## src/rtl/blob_pkg.sv

```systemverilog
// Shared types and constants for the bouncing-blob mover.
// Honours BLOB_MOVER_PAUSE_EN (adds the PAUSE state).
package blob_pkg;

   localparam int unsigned SCREEN_W_DEF = 1024;
   localparam int unsigned SCREEN_H_DEF = 768;
   localparam int unsigned XW           = 11;
   localparam int unsigned YW           = 10;
   localparam int unsigned CW           = 12;
   localparam int unsigned SPW          = 4;

   typedef enum logic [1:0] {
      ST_IDLE  = 2'd0,
`ifdef BLOB_MOVER_PAUSE_EN
      ST_MOVE  = 2'd1,
      ST_PAUSE = 2'd2
`else
      ST_MOVE  = 2'd1
`endif
   } mover_state_t;

   typedef struct packed {
      logic          hit;
      logic          dir;
      logic [CW-1:0] pos;
   } axis_step_t;

   // One frame of motion on one axis; clamps at 0 and lim, flipping direction on contact.
   function automatic axis_step_t axis_step(input logic [CW-1:0]  pos,
                                            input logic [SPW-1:0] spd,
                                            input logic           dir,
                                            input logic [CW-1:0]  lim);
      axis_step_t    step;
      logic [CW-1:0] sum;
      logic [CW-1:0] spd_w;
      spd_w = CW'(spd);
      sum   = pos + spd_w;
      step  = '{hit: 1'b0, dir: dir, pos: pos};
      if (spd != '0) begin
         if (dir) begin
            if (sum >= lim) step = '{hit: 1'b1, dir: 1'b0, pos: lim};
            else            step.pos = sum;
         end else begin
            if (pos <= spd_w) step = '{hit: 1'b1, dir: 1'b1, pos: '0};
            else              step.pos = pos - spd_w;
         end
      end
      return step;
   endfunction

endpackage

```

## src/rtl/frame_tick.sv

```systemverilog
// Registers vsync and flags its falling edge as a once-per-frame tick.
module frame_tick (
   input  logic i_clk,
   input  logic i_rst_n,
   input  logic i_vsync,
   output logic o_tick_c
);

   logic r_vsync;

   always_ff @(posedge i_clk or negedge i_rst_n) begin
      if (!i_rst_n) r_vsync <= 1'b1;
      else          r_vsync <= i_vsync;
   end

   assign o_tick_c = r_vsync & ~i_vsync;

endmodule

```

## src/rtl/blob_mover.sv

```systemverilog
// Moves a blob one speed step per frame, bouncing off the screen edges.
// Define BLOB_MOVER_PAUSE_EN to add the pause input and PAUSE state.
import blob_pkg::*;

module blob_mover #(
   parameter int unsigned WIDTH    = 64,
   parameter int unsigned HEIGHT   = 64,
   parameter int unsigned SCREEN_W = SCREEN_W_DEF,
   parameter int unsigned SCREEN_H = SCREEN_H_DEF
) (
   input  logic           vclock,
   input  logic           reset_n,
   input  logic           vsync,
   input  logic           launch,
   input  logic           stop,
`ifdef BLOB_MOVER_PAUSE_EN
   input  logic           pause,
`endif
   input  logic           load,
   input  logic [XW-1:0]  x_in,
   input  logic [YW-1:0]  y_in,
   input  logic [SPW-1:0] speed_x,
   input  logic [SPW-1:0] speed_y,
   output logic [XW-1:0]  x,
   output logic [YW-1:0]  y,
   output logic           dir_x,
   output logic           dir_y,
   output logic           bounce,
   output logic           moving
);

   localparam logic [CW-1:0] XL = CW'(SCREEN_W - WIDTH);
   localparam logic [CW-1:0] YL = CW'(SCREEN_H - HEIGHT);

   mover_state_t   r_state;
   mover_state_t   w_state_nx;
   logic [CW-1:0]  r_x;
   logic [CW-1:0]  r_y;
   logic [SPW-1:0] r_spd_x;
   logic [SPW-1:0] r_spd_y;
   logic           r_dir_x;
   logic           r_dir_y;
   logic           r_bounce;
   logic           r_moving;
   logic           w_tick;
   logic           w_pause;
   logic           w_apply;
   logic [CW-1:0]  w_x_ld;
   logic [CW-1:0]  w_y_ld;
   axis_step_t     w_sx;
   axis_step_t     w_sy;

`ifdef BLOB_MOVER_PAUSE_EN
   assign w_pause = pause;
`else
   assign w_pause = 1'b0;
`endif

   frame_tick u_frame_tick (
      .i_clk    (vclock),
      .i_rst_n  (reset_n),
      .i_vsync  (vsync),
      .o_tick_c (w_tick)
   );

   // Candidate positions for this frame and clamped load values.
   assign w_sx    = axis_step(r_x, r_spd_x, r_dir_x, XL);
   assign w_sy    = axis_step(r_y, r_spd_y, r_dir_y, YL);
   assign w_x_ld  = (CW'(x_in) > XL) ? XL : CW'(x_in);
   assign w_y_ld  = (CW'(y_in) > YL) ? YL : CW'(y_in);

   // A load or a leaving transition wins over the frame's motion.
   assign w_apply = w_tick & (r_state == ST_MOVE) & ~stop & ~w_pause & ~load;

   always_comb begin
      w_state_nx = r_state;
      case (r_state)
         ST_IDLE: if (launch && !stop) w_state_nx = ST_MOVE;
         ST_MOVE: begin
            if (stop) w_state_nx = ST_IDLE;
`ifdef BLOB_MOVER_PAUSE_EN
            else if (w_pause) w_state_nx = ST_PAUSE;
`endif
         end
`ifdef BLOB_MOVER_PAUSE_EN
         ST_PAUSE: begin
            if (stop)          w_state_nx = ST_IDLE;
            else if (!w_pause) w_state_nx = ST_MOVE;
         end
`endif
         default: w_state_nx = ST_IDLE;
      endcase
   end

   always_ff @(posedge vclock or negedge reset_n) begin
      if (!reset_n) begin
         r_state  <= ST_IDLE;
         r_x      <= XL >> 1;
         r_y      <= YL >> 1;
         r_spd_x  <= SPW'(2);
         r_spd_y  <= SPW'(2);
         r_dir_x  <= 1'b1;
         r_dir_y  <= 1'b1;
         r_bounce <= 1'b0;
         r_moving <= 1'b0;
      end else begin
         r_state  <= w_state_nx;
         r_moving <= (w_state_nx == ST_MOVE);
         r_bounce <= 1'b0;
         if (load) begin
            r_x     <= w_x_ld;
            r_y     <= w_y_ld;
            r_spd_x <= speed_x;
            r_spd_y <= speed_y;
            r_dir_x <= 1'b1;
            r_dir_y <= 1'b1;
         end else if (w_apply) begin
            r_x      <= w_sx.pos;
            r_y      <= w_sy.pos;
            r_dir_x  <= w_sx.dir;
            r_dir_y  <= w_sy.dir;
            r_bounce <= w_sx.hit | w_sy.hit;
         end
      end
   end

   assign x      = r_x[XW-1:0];
   assign y      = r_y[YW-1:0];
   assign dir_x  = r_dir_x;
   assign dir_y  = r_dir_y;
   assign bounce = r_bounce;
   assign moving = r_moving;

endmodule

```

## config.mk

```make
export PLATFORM = sky130hd
export DESIGN_NAME = blob_mover
export DESIGN_NICKNAME = d
export VERILOG_FILES = /design/src/rtl/blob_pkg.sv /design/src/rtl/frame_tick.sv /design/src/rtl/blob_mover.sv
export SDC_FILE = /design/constraint.sdc
export NUM_CORES = 1
export LEC_CHECK = 0
export ABC_AREA = 1
export BUFFER_PORTS_ARGS = -buffer_cell sky130_fd_sc_hd__buf_2
export CAP_MARGIN = 40
export CORE_MARGIN = 2
export CORE_UTILIZATION = 50
export CTS_BUF_LIST = sky130_fd_sc_hd__clkbuf_16
export CTS_CLUSTER_DIAMETER = 200
export CTS_CLUSTER_SIZE = 12
export DETAILED_ROUTE_END_ITERATION = 7
export PLACE_DENSITY_LB_ADDON = 0.05
export SLEW_MARGIN = 20
export SYNTH_ARGS = -nofsm -noshare
export SYNTH_HDL_FRONTEND = slang
export SYNTH_HIERARCHICAL = 1
export SYNTH_SLANG_ARGS = --single-unit
```

## constraint.sdc

```tcl
create_clock -name vclock -period 3.1 [get_ports vclock]
set_clock_uncertainty 0.05 [all_clocks]
set_input_delay 0.62 -clock vclock [delete_from_list [all_inputs] [get_ports vclock]]
set_output_delay 0.62 -clock vclock [all_outputs]
set_load 0.1 [all_outputs]
```

# After elaboration in Yosys (flattened, before gate mapping)
# Cells that the tools add are included.
# word_totals
regBits,39
input_bits,35
elab_cells,67
out_inout_bits,25
# classes
n_eq_ne,2
n_bitwise,8
addsub,4
n_reduce_logical,10
muxes,27
n_lt_le_gt_ge,6
# op_table
operator,count
$mux W12,8
$mux W14,4
$add A12 B4 Y12,2
$ge A12 B10 Y1 const B,2
$le A12 B4 Y1,2
$sub A12 B4 Y12,2
$mux W2,6
$gt A11 B10 Y1 const B,1
$mux W11,1
$gt A10 B10 Y1 const B,1
$mux W10,1
$reduce_bool A4 Y1,2
$mux W1,6
$reduce_bool A2 Y1,3
$and A1 B1 Y1,4
$eq A2 B1 Y1 const B,2
$pmux W2 S2,1
$reduce_and A2 Y1,2
$not A1 Y1,3
$logic_not A2 Y1,1
$logic_and A1 B1 Y1,1
$logic_not A1 Y1,1
$or A1 B1 Y1,1

# Depth between registers and ports, before layout
# Gate-level depths: netlist of the first run.
# depth
ltp_word,8
depth_mapped,18
ltp_nobuf,18

# Hierarchy
# The synthesis of the first run kept the hierarchy.
# by_module_without_submodules
module,area_each_um2,instances,seq_area_each_um2,cells_per_inst
blob_mover,3880.0,1,964.7,563
frame_tick,36.3,1,26.3,3

# Worst setup path before layout of the first run
# OpenSTA, ideal clock, no wires.
# synth_path
kind,flip-flop to flip-flop
startpoint,register r_spd_y[1]
endpoint,register r_y[7]
path_buffers,0
setup_time_ns,0.126
required_time_ns,2.924
path_slack_ns,0.957
t_arrival_ns,1.967
stages_incl_launch_ff,14
period_less_slack_ns,2.143
path_cell_list,dfstp_2 -> inv_1 -> ha_1 -> o21ai_1 -> nand3_2 -> nand2_2 -> nand2_2 -> xor2_2 -> nand2_4 -> nand3_4 -> inv_2 -> nand2_1 -> nand3_1 -> nand3_1
# synth_via
elab_chain_len,7
word_cells_on_any_way,13
classes_between,add/sub (2); order compare (2); mux (6); reduce/logical (3)
# synth_lines
element,line_no,rtl
start: declaration,blob_mover.sv:40,logic [SPW-1:0] r_spd_y;
start signal: assignment,blob_mover.sv:114,r_spd_y <= speed_y;
$add A12 B4 Y12,blob_pkg.sv:37,sum = pos + spd_w;
$ge A12 B10 Y1,blob_pkg.sv:41,"if (sum >= lim) step = '{hit: 1'b1, dir: 1'b0, pos: lim};"
$mux W12,blob_pkg.sv:41,
$mux W14,blob_pkg.sv:40,if (dir) begin
$mux W14,blob_pkg.sv:39,if (spd != '0) begin
$mux W12,blob_mover.sv:117,end else if (w_apply) begin
$mux W12,blob_mover.sv:110,if (load) begin
end signal: assignment,blob_mover.sv:99,r_y <= YL >> 1;
end signal: assignment,blob_mover.sv:112,r_y <= w_y_ld;
end signal: assignment,blob_mover.sv:119,r_y <= w_sy.pos;
end: declaration,blob_mover.sv:38,logic [CW-1:0] r_y;
# Parallel ways exist; a longest one is shown, timed or not. The select of a mux whose other input is x is not followed.
# A chain may end at the register's enable or synchronous reset.

# Worst setup path in the final report of the first run
# layout_path
startpoint,register r_spd_y[1]
endpoint,register r_y[0]
# Same word-level chain as after synthesis.

==> flow_summary_export.csv, run 1 <==
group,metric,value,unit
placement,place_area,0.00410,sq mm
yosys,yosysTopAreaCell,"dfrtp_1",
critical_path,rr_startpoint,"r_spd_y[1]",
route,drt-total-wl,10400,um
status,status,"finished, final reports clean",
power_and_ir_drop,peakVddDrop,373,uV
power_and_ir_drop,power.density,583,mW/mm^2
critical_path,crit_path_start_kind,"flop",
route,avgViaCountPerCell,5.30,
critical_path,crit_chain,"inv_1 -> ha_1 -> o21ai_1 -> nand3_2 -> nand2_2 -> nand2_2 -> xor2_2 -> nand2_4 -> nand3_4 -> nand2_1 -> a21oi_1 -> nor2_1",
sta,fmax,388,MHz
cells_and_area,fin_nets,652,
sta,worstMarginPinSlew,0.695,ns
yosys,yosys.cell_types.count,46,
clock_tree,htree_levels,2,
yosys,yosysSeqAreaShare,25.3,%
grt,grt_pass1_wl,17300,um
yosys,async_reset_ff_share,100,%
clock_tree,clk_pin_slew,0.06,ns
power_and_ir_drop,power.sequential.fraction,27.3,%
yosys,netlist.area_leader.share,17.3,%
clock_tree,post-cts-setup-buffers,0,
critical_path,r2r_end,"r_y[0]",
clock_tree,cts.path.max_buffers,2,
sta,rsz0062_at_grt,"false",
power_and_ir_drop,internal-power,0.00135,W
placement,portBuffers,59,
critical_path,worst-r2r-setup-slack,0.53,ns
critical_path,critPathBufInv,1,
floorplan,die_h,92.5,um
placement,dp_hpwl,8370,um
grt,grt-ovfl-total,0,
critical_path,path_common_cell,"nand2_2",
power_and_ir_drop,p_comb_share,46.0,%
clock_tree,worstSkewPairLatency,0.28,ns
grt,antenna_found_initial,0,
clock_tree,numCtsBuffers,5,
critical_path,cp_top_family,"simple AND/OR/NAND/NOR gates",
sta,period_needed,2.57,ns
grt,grt_max_degree,39,
clock_tree,clockRootBuffer,"clkbuf_16",
floorplan,rows,32,
power_and_ir_drop,sw_frac_of_total,45.9,%
critical_path,end_kind,"flop",
cells_and_area,syn_to_final_growth,9.62,%
power_and_ir_drop,clockPowerShare,26.7,%
route,drc,0,
yosys,netlist_top_cells_count,"nand2_1, inv_1, nand3_1, nor2_1, o21ai_0",
yosys,netlist_top_cells_area,"dfrtp_1, nand2_1, dfstp_2",
grt,grt_pass1_vias,3422,
power_and_ir_drop,leakage,2.24,nW
power_and_ir_drop,power_switching,0.00115,W
worst_hold_path,min_path_type,"primary input to async pin",
critical_path,critPathKind,"flop to flop",
critical_path,cp_slowest_cell,"dfstp_2",
floorplan,io_pins,60,
route,antenna_left,0,
yosys,synth_edf_count,0,
sta,setup_viol,0,
floorplan,core_area,0.00765,sq mm
clock_tree,clock_sinks,39,
yosys,syn_avg_cell_area,6.92,sq um
floorplan,dieArea,0.00856,sq mm
sta,drv_slew,0,
placement,gp_congestion,0.943,
critical_path,slowest_delay,0.61,ns
route,first_pass_iters,7,
sta,timing.setup.tns,0,ns
critical_path,arrival,2.70,ns
floorplan,initial_core_util,51.2,%
critical_path,worstPathMaxFanout,7,
yosys,ys.warnings.count,6,
cells_and_area,fin_util,56.1,%
critical_path,critPathRequiredTime,3.23,ns
clock_tree,postCtsHoldBufs,0,
clock_tree,ctsResizeCount,0,
cells_and_area,drive_gt1_share,22.1,%
route,wl_per_cell,14.8,um
yosys,netlist_instances,566,
cells_and_area,final_cell_area,0.00429,sq mm
critical_path,r2r_cells,12,
cells_and_area,antennaDiodeCount,0,
yosys,synth_nets,621,
clock_tree,tritoncts,"built",
yosys,synthMostInstantiatedCell,"nand2_1",
grt,track_usage,25.4,%
floorplan,fp.dieW,92.5,um
sta,period_share,83.0,%
route,drtIter0Drc,261,
yosys,synth_seq_cells,39,
yosys,netlist_area,0.00392,sq mm
sta,hold_viol_final,0,
route,vias,3707,
yosys,synthFlopType,"dfrtp_1",
flow_run,max-cap-violations,0,
cells_and_area,nFillCells,753,
sta,maxSlewHeadroom,53.6,%
==> cells by family (layout without fill, tap and decap cells) <==
logic type	count (synthesis)	count (layout)	synth area share, %
other	1	1	0.0958
adder cells (fa/ha/maj)	20	20	7.16
flip-flops	39	39	25.3
AND/OR/NAND/NOR	290	290	35.5
buffers and inverters	117	149	14.4
AO/OA/AOI/OAI	72	72	11.3
XOR/XNOR	27	27	6.23
==> power groups by stage <==
| stage | Combinational [W] | Clock [W] | Sequential (W) |
|---|---|---|---|
| 2_1_floorplan | 0.00101 | 0 | 0.000652 |
| 3_3_place_gp | 0.00114 | 0 | 0.000688 |
| 3_5_place_dp | 0.00114 | 0 | 0.000689 |
| 4_1_cts | 0.00114 | 0.000681 | 0.000681 |
| 5_1_grt | 0.00125 | 0.000699 | 0.000695 |
| 6_report | 0.00115 | 0.000669 | 0.000683 |
==> placed cells by master, fill, tap and decap left out, drive strengths merged, types with 2 or more instances in the layout <==
cell / synthesis / layout
fa: 4 / 4
a21oi: 26 / 26
dfstp: 12 / 12
dfrtp: 27 / 27
o21ai: 33 / 33
clkbuf: 4 / 5
a31oi: 2 / 2
nand2: 129 / 129
bufinv: 0 / 2
o22ai: 4 / 4
clkinv: 3 / 3
nor2: 63 / 63
xnor2: 3 / 3
nand4: 8 / 8
buf: 33 / 61
ha: 16 / 16
nor4: 2 / 2
o31ai: 2 / 2
nor3: 14 / 14
xor2: 24 / 24
nand3b: 2 / 2
inv: 77 / 78
nand3: 71 / 71
==> registers in the layout, indices dropped and copies added, names as in the netlist <==
signal                cells
r_x                      12
r_y                      12
r_spd_x                   4
r_spd_y                   4
r_state                   2
bounce                    1
dir_x                     1
dir_y                     1
moving                    1
u_frame_tick/r_vsync      1
==> how the worst max path moves through the flow <==
stage	start	slack, ns	cells past startpoint	end
floorplan	r_spd_y[1]	0.96	13	r_y[7]
global placement	r_spd_y[1]	0.57	12	r_y[0]
detailed placement	r_spd_y[1]	0.57	12	r_y[0]
CTS	r_spd_y[1]	0.55	12	r_y[0]
global route	r_spd_y[1]	0.36	13	r_y[3]
finish	r_spd_y[1]	0.53	12	r_y[0]
==> per-stage QoR <==
stage               total power [W]  worst slack (ns)  cells  hold slack (ns)
finish                      0.00250             0.526    700            0.157
global route                0.00265             0.359    700            0.172
CTS                         0.00250             0.550    700            0.172
detailed placement          0.00183             0.566    692            0.469
global placement            0.00182             0.574    691            0.456
floorplan                   0.00166             0.957    566            0.274
==> layout make-up <==
cell class	instances	area [sq um]	area share, %
multi-input combinational	410	2360	55.0
inverter	80	302	7.02
timing repair buffer	61	323	7.52
tap	102	128	2.97
clock inverter	3	63.8	1.49
sequential	39	991	23.1
clock buffer	5	125	2.91
==> per-layer routing <==
layer	global-route usage, %	up-vias	share of wire [%]
met3	3.91	5	5.8
met2	36.8	126	41
met1	40.3	1715	53
met5	0	-	0
li1	-	1861	-
met4	3.98	0	0.40
==> worst register-to-register path, cell delays in order, from the launching register on <==
cell	delay, ns
dfstp_2	0.61
inv_1	0.08
ha_1	0.35
o21ai_1	0.34
nand3_2	0.13
nand2_2	0.11
nand2_2	0.06
xor2_2	0.22
nand2_4	0.13
nand3_4	0.10
nand2_1	0.09
a21oi_1	0.13
nor2_1	0.05
Note: power is estimated with default switching activity, not from simulation.
==> run 2, diff against run 1 <==
--- a/config.mk
+++ b/config.mk
@@ -5,7 +5,7 @@
 export SDC_FILE = /design/constraint.sdc
 export NUM_CORES = 1
 export LEC_CHECK = 0
-export ABC_AREA = 1
+export ABC_AREA = 0
 export BUFFER_PORTS_ARGS = -buffer_cell sky130_fd_sc_hd__buf_2
 export CAP_MARGIN = 40
 export CORE_MARGIN = 2
==> constraint.sdc (replaced) <==
create_clock -name vclock -period 2.6 [get_ports vclock]
set_clock_uncertainty 0.05 [all_clocks]
set_input_delay 0.52 -clock vclock [delete_from_list [all_inputs] [get_ports vclock]]
set_output_delay 0.52 -clock vclock [all_outputs]
set_load 0.1 [all_outputs]
==> run 2 against run 1 <==
The flow now finishes with violations (negative setup slack). Count of clock-buffer cells in the layout unchanged. Non-clock buffer count is 72 higher. Register-to-register slack worse by 0.53 ns. Hold slack worse by 0.12 ns.
==> flow_summary_export.csv, run 2 <==
group,metric,value,unit
yosys,syn_avg_cell_area,8.27,sq um
yosys,synthMostInstantiatedCell,"o21ai_0",
floorplan,rows,31,
placement,dp_cells,621,
yosys,netlist_instances,445,
grt,track_usage,28.9,%
clock_tree,clockRootBuffer,"clkbuf_16",
critical_path,r2r_cells,9,
sta,timing.setup.tns,-0.00531,ns
power_and_ir_drop,peakVddDrop,248,uV
sta,period_needed,2.60,ns
placement,dp_worst_setup_slack,-0.0367,ns
floorplan,dieArea,0.00806,sq mm
sta,period_share,100,%
critical_path,cp_slowest_cell,"dfrtp_1",
clock_tree,numCtsBuffers,5,
yosys,yosysTopAreaCell,"dfrtp_1",
worst_hold_path,min_path_type,"primary input to async pin",
sta,setup_viol,2,
yosys,yosys.cell_types.count,81,
yosys,synthXorXnorAreaFrac,2.86,%
cells_and_area,final_common_cell,"buf_4",
placement,dp_hpwl,8760,um
route,vias,3941,
critical_path,critPathKind,"flop to flop",
route,first_pass_iters,5,
cells_and_area,nFillCells,630,
route,drc,0,
placement,place_area,0.00434,sq mm
cells_and_area,antennaDiodeCount,0,
floorplan,fp.dieW,89.8,um
sta,final.setup.worst_slack,-0.00397,ns
clock_tree,worstSkewPairLatency,0.28,ns
cells_and_area,final_cells,644,
placement,gp_congestion,1.00,
clock_tree,postCtsHoldBufs,0,
yosys,synthFlopType,"dfrtp_1",
floorplan,initial_core_util,51.3,%
yosys,synth_compound_area_share,29.3,%
grt,antenna_found_initial,0,
sta,rsz0062_at_grt,"true",
yosys,synth_nets,500,
cells_and_area,largestRegisters,"r_x x12, r_y x12",
power_and_ir_drop,power.density,488,mW/mm^2
yosys,synth_seq_cells,39,
grt,grt_pass1_wl,18900,um
yosys,async_reset_ff_share,100,%
clock_tree,clk_pin_slew,0.06,ns
critical_path,crit_path_start_kind,"flop",
yosys,netlist_top_cells_area,"dfrtp_1, dfstp_2, ha_1",
critical_path,crit_path_start,"r_y[0]",
route,drtIter0Drc,216,
critical_path,arrival,2.72,ns
grt,grt_pass1_vias,3819,
yosys,ys.warnings.count,6,
route,avgViaCountPerCell,6.12,
yosys,netlist.area_leader.share,18.4,%
route,wl_per_cell,18.4,um
sta,hold_viol_final,0,
critical_path,end_kind,"flop",
critical_path,slowest_delay,0.42,ns
sta,worstMarginPinSlew,0.638,ns
critical_path,rr_startpoint,"r_y[0]",
status,violations,"negative setup slack",
critical_path,r2r_end,"r_y[9]",
sta,drv_slew,0,
yosys,synth_mux_area_share,1.19,%
clock_tree,clock_sinks,39,
floorplan,core_area,0.00718,sq mm
cells_and_area,fin_nets,599,
power_and_ir_drop,leakage,2.09,nW
yosys,synth_edf_count,0,
placement,portBuffers,59,
grt,grt_max_degree,33,
yosys,yosysSeqAreaShare,26.9,%
status,status,"finished, violations left",
critical_path,crit_chain,"ha_4 -> fa_2 -> nor2b_4 -> nor4_2 -> o221ai_1 -> a32oi_2 -> and4_4 -> a211oi_2 -> a211o_1",
floorplan,io_pins,60,
yosys,netlist_area,0.00368,sq mm
yosys,netlist_top_cells_count,"o21ai_0, nor2_1, dfrtp_1, nand2_1, a21oi_1",
grt,grt-ovfl-total,0,
critical_path,worst-r2r-setup-slack,-0.004,ns
route,drt-total-wl,11900,um
sta,fmax,384,MHz
cells_and_area,syn_to_final_growth,30.1,%
cells_and_area,drive_gt1_share,40.7,%
yosys,synth_fa_ha_area_share,7.62,%
route,antenna_left,0,
cells_and_area,layout_common_cells,"buf_4, buf_2, nor2_1, o21ai_0, nand2_1",
sta,maxSlewHeadroom,57.3,%
cells_and_area,final_cell_area,0.00479,sq mm
critical_path,endpoint,"r_y[9]",
yosys,synth-simple-area-share,22.7,%
clock_tree,tritoncts,"built",
clock_tree,cts.path.max_buffers,2,
critical_path,worstPathMaxFanout,8,
clock_tree,htree_levels,2,
critical_path,critPathRequiredTime,2.72,ns
yosys,synth_top_family_by_area,"compound AO/OA/AOI/OAI gates",
floorplan,die_h,89.8,um
flow_run,max-cap-violations,0,
run 2: cell types whose count changed after synthesis, moves of 18 or more:
| cell | change |
|---|---|
| inv_1 | -51 |
| nand2_1 | -92 |
| nand3_1 | -56 |
| nor2_1 | -18 |
| xor2_1 | -19 |
run 2: final cells by class:
type	count	area [sq um]	area share, %
inverter	19	71.3	1.49
clock inverter	3	12.5	0.261
multi-input combinational	346	2590	54.2
clock buffer	5	125	2.61
timing repair buffer	133	867	18.1
tap	99	124	2.59
sequential	39	993	20.8
run 2: logic make-up (layout without fill, tap and decap cells):
family,count (synthesis),in the layout
other,1,1
adder cells (fa/ha/maj),20,20
AO/OA/AOI/OAI,153,154
AND/OR/NAND/NOR,155,155
multiplexers,4,4
XOR/XNOR,12,12
flip-flops,39,39
buffers and inverters,61,160
run 2: repair_timing:
action	in CTS	in global routing
gates resized for setup	7	44
endpoints found under the setup margin	10	25
buffers inserted	5	9
pin swaps	9	36
cloned	0	1
run 2: where the power goes:
| group | switching (W) | leakage [nW] | total, W | internal, W |
|---|---|---|---|---|
| clock | 0.000246 | 0.0762 | 0.000593 | 0.000347 |
| sequential | 0.0000527 | 0.467 | 0.000713 | 0.000660 |
| combinational | 0.000640 | 1.54 | 0.00103 | 0.000391 |
run 2: layer usage:
layer	share of wire [%]	wire, um	track usage [%]	up-vias
met5	0	0	0	-
met4	3.4	402	13.3	0
met3	5.1	607	3.10	28
met2	51	6000	51.1	150
met1	41	4860	35.6	1926
li1	-	-	-	1837
run 2: how the worst min path moves through the flow:
| stage | from | end | slack, ns | depth (start not counted) |
|---|---|---|---|---|
| floorplan | reset_n | bounce | 0.17 | 0 |
| global placement | r_state[1] | moving | 0.39 | 1 |
| detailed placement | reset_n | r_spd_x[2] | 0.34 | 1 |
| CTS | reset_n | r_spd_x[2] | 0.04 | 1 |
| global route | reset_n | r_spd_x[2] | 0.05 | 1 |
| finish | reset_n | r_spd_x[2] | 0.04 | 1 |
run 2: worst max-delay path, delay by kind of cell, from the launching register on:
| family | cells | cell delay [ns] |
|---|---|---|
| simple gates | 3 | 0.74 |
| compound gates | 4 | 0.75 |
| flops | 1 | 0.42 |
| fa+ha+maj | 2 | 0.53 |
run 2: per-stage QoR:
stage                     util [%]  hold WS, ns  total power, W
final                         66.7       0.0405         0.00234
after CTS                     63.3       0.0383         0.00227
after floorplan                  -        0.174         0.00139
after detailed placement      60.5        0.343         0.00164
after global placement        60.2        0.390         0.00163
after global routing          66.7       0.0510         0.00245
==> run 3, diff against run 2 <==
--- a/config.mk
+++ b/config.mk
@@ -15,6 +15,7 @@
 export CTS_CLUSTER_SIZE = 12
 export DETAILED_ROUTE_END_ITERATION = 7
 export PLACE_DENSITY_LB_ADDON = 0.05
+export REMOVE_ABC_BUFFERS = 1
 export SLEW_MARGIN = 20
 export SYNTH_ARGS = -nofsm -noshare
 export SYNTH_HDL_FRONTEND = slang
==> run 3 against run 2 <==
The run now ends clean. Die area unchanged. Count of clock-buffer cells in the layout stayed put. Critical path depth is the same. Largest cell class unchanged.
==> flow_summary_export.csv, run 3 (synthesis results as in run 2) <==
group,metric,value,unit
sta,period_share,99.9,%
floorplan,die_h,89.8,um
floorplan,core_area,0.00718,sq mm
clock_tree,clockRootBuffer,"clkbuf_16",
floorplan,io_pins,60,
route,drt-total-wl,12100,um
critical_path,slowest_delay,0.54,ns
cells_and_area,largestRegisters,"r_x x12, r_y x12",
grt,antenna_found_initial,0,
clock_tree,worstSkewPairLatency,0.28,ns
floorplan,fp.dieW,89.8,um
route,antenna_left,0,
placement,portBuffers,59,
cells_and_area,fin_nets,602,
clock_tree,tritoncts,"built",
critical_path,r2r_end,"r_y[3]",
worst_hold_path,min_path_type,"primary input to async pin",
sta,setup_viol,0,
critical_path,arrival,2.73,ns
power_and_ir_drop,power.density,509,mW/mm^2
placement,gp_congestion,0.914,
critical_path,critPathRequiredTime,2.73,ns
power_and_ir_drop,peakVddDrop,323,uV
grt,grt_pass1_wl,19000,um
route,vias,3969,
clock_tree,numCtsBuffers,5,
sta,drv_slew,0,
critical_path,cp_slowest_cell,"dfstp_2",
grt,track_usage,28.7,%
sta,rsz0062_at_grt,"true",
critical_path,end_kind,"flop",
status,status,"finished, final reports clean",
placement,dp_hpwl,8560,um
grt,grt_max_degree,30,
power_and_ir_drop,finalPower,0.00251,W
critical_path,rr_startpoint,"r_spd_y[1]",
sta,fmax,385,MHz
floorplan,dieArea,0.00806,sq mm
cells_and_area,layout_common_cells,"buf_4, buf_2, o21ai_0, nor2_1, nand2_1",
power_and_ir_drop,leakage,2.11,nW
clock_tree,clk_pin_slew,0.06,ns
critical_path,critPathKind,"flop to flop",
critical_path,cp_top_family,"compound AO/OA/AOI/OAI gates",
critical_path,worstPathMaxFanout,8,
clock_tree,cts.path.max_buffers,2,
floorplan,initial_core_util,51.3,%
sta,holdWs,0.0759,ns
sta,worstMarginPinSlew,0.818,ns
critical_path,critPathBufInv,1,
cells_and_area,nFillCells,608,
route,first_pass_iters,5,
cells_and_area,syn_to_final_growth,34.3,%
grt,grt-ovfl-total,0,
clock_tree,postCtsHoldBufs,0,
critical_path,r2r_cells,9,
floorplan,rows,31,
critical_path,crit_path_start_kind,"flop",
flow_run,max-cap-violations,0,
sta,maxSlewHeadroom,44.8,%
placement,dp_worst_setup_slack,-0.106,ns
grt,grt_pass1_vias,3821,
route,wl_per_cell,18.6,um
sta,period_needed,2.60,ns
sta,final.setup.worst_slack,0.00258,ns
clock_tree,htree_levels,2,
route,drc,0,
critical_path,worst-r2r-setup-slack,0.003,ns
cells_and_area,final_common_cell,"buf_4",
route,drtIter0Drc,258,
cells_and_area,antennaDiodeCount,0,
sta,hold_viol_final,0,
route,avgViaCountPerCell,6.13,
critical_path,crit_chain,"buf_6 -> fa_2 -> nor2b_4 -> nor2_2 -> a311o_1 -> a32oi_2 -> and4_4 -> a21oi_2 -> o31ai_1",
clock_tree,clock_sinks,39,
cells_and_area,drive_gt1_share,43.2,%
run 3: cell types whose count changed in the layout (fill, tap and decap cells not counted), sizes merged:
cell / change
bufinv: +1
buf: +3
clkinv: +1
inv: -2
run 3: worst max-delay path by stage:
stage,startpoint,end,slack (ns),cells past startpoint
floorplan,r_y[0],r_y[4],-0.67,10
global placement,r_x[0],r_x[4],-0.12,9
detailed placement,r_x[0],r_x[0],-0.11,9
CTS,r_x[0],r_x[4],0.001,10
global route,r_spd_y[1],r_y[3],-0.10,9
finish,r_spd_y[1],r_y[3],0.003,9
run 3: metal layers:
| metal | up-vias | global-route usage, % | part of all wire, % |
|---|---|---|---|
| met5 | - | 0 | 0 |
| met4 | 0 | 10.3 | 3.2 |
| li1 | 1853 | - | - |
| met2 | 166 | 53.1 | 52 |
| met3 | 35 | 2.43 | 5.3 |
| met1 | 1915 | 35.0 | 40 |
run 3: final cells by class:
class                   count  area [sq um]  share of cell area, %
clock buffers               5           125                   2.53
clock inverters             3          43.8                  0.887
inverters                  19          71.3                   1.44
multi-input cells         346          2680                   54.3
flip-flops and latches     39           995                   20.1
well taps                  99           124                   2.51
repair buffers            136           901                   18.2
run 3: worst register-to-register path: cells and delay by family, from the launching register on:
family | cells | cell delay [ns]
and+or+nand+nor | 3 | 0.62
adders and majority gates | 1 | 0.20
AOI/OAI and AO/OA | 4 | 0.97
buffers and inverters | 1 | 0.11
DFF | 1 | 0.54
run 3: what timing repair did:
action | CTS | global route
setup buffers | 7 | 14
gates cloned | 0 | 1
pin swaps | 14 | 40
endpoints found under the setup margin | 19 | 24
gates resized for setup | 22 | 61
hold endpoints to repair | 0 | 0
run 3: per-stage QoR:
stage               setup TNS, ns  utilization, %  instances  instance area, sq um
finish                          0            68.8        647                  4940
global route               -0.716            68.8        647                  4940
CTS                             0            64.0        634                  4590
detailed placement         -0.869            59.6        619                  4280
global placement           -0.587            59.3        618                  4260
floorplan                   -9.98               -        403                  3410
run 3: power by group:
| part | internal, W | switching, W | leakage [nW] | total [W] |
|---|---|---|---|---|
| Sequential | 0.000660 | 0.0000579 | 0.466 | 0.000718 |
| Clock | 0.000453 | 0.000267 | 0.0838 | 0.000720 |
| Combinational | 0.000420 | 0.000656 | 1.56 | 0.00108 |
| Total | 0.00153 | 0.000981 | 2.11 | 0.00251 |
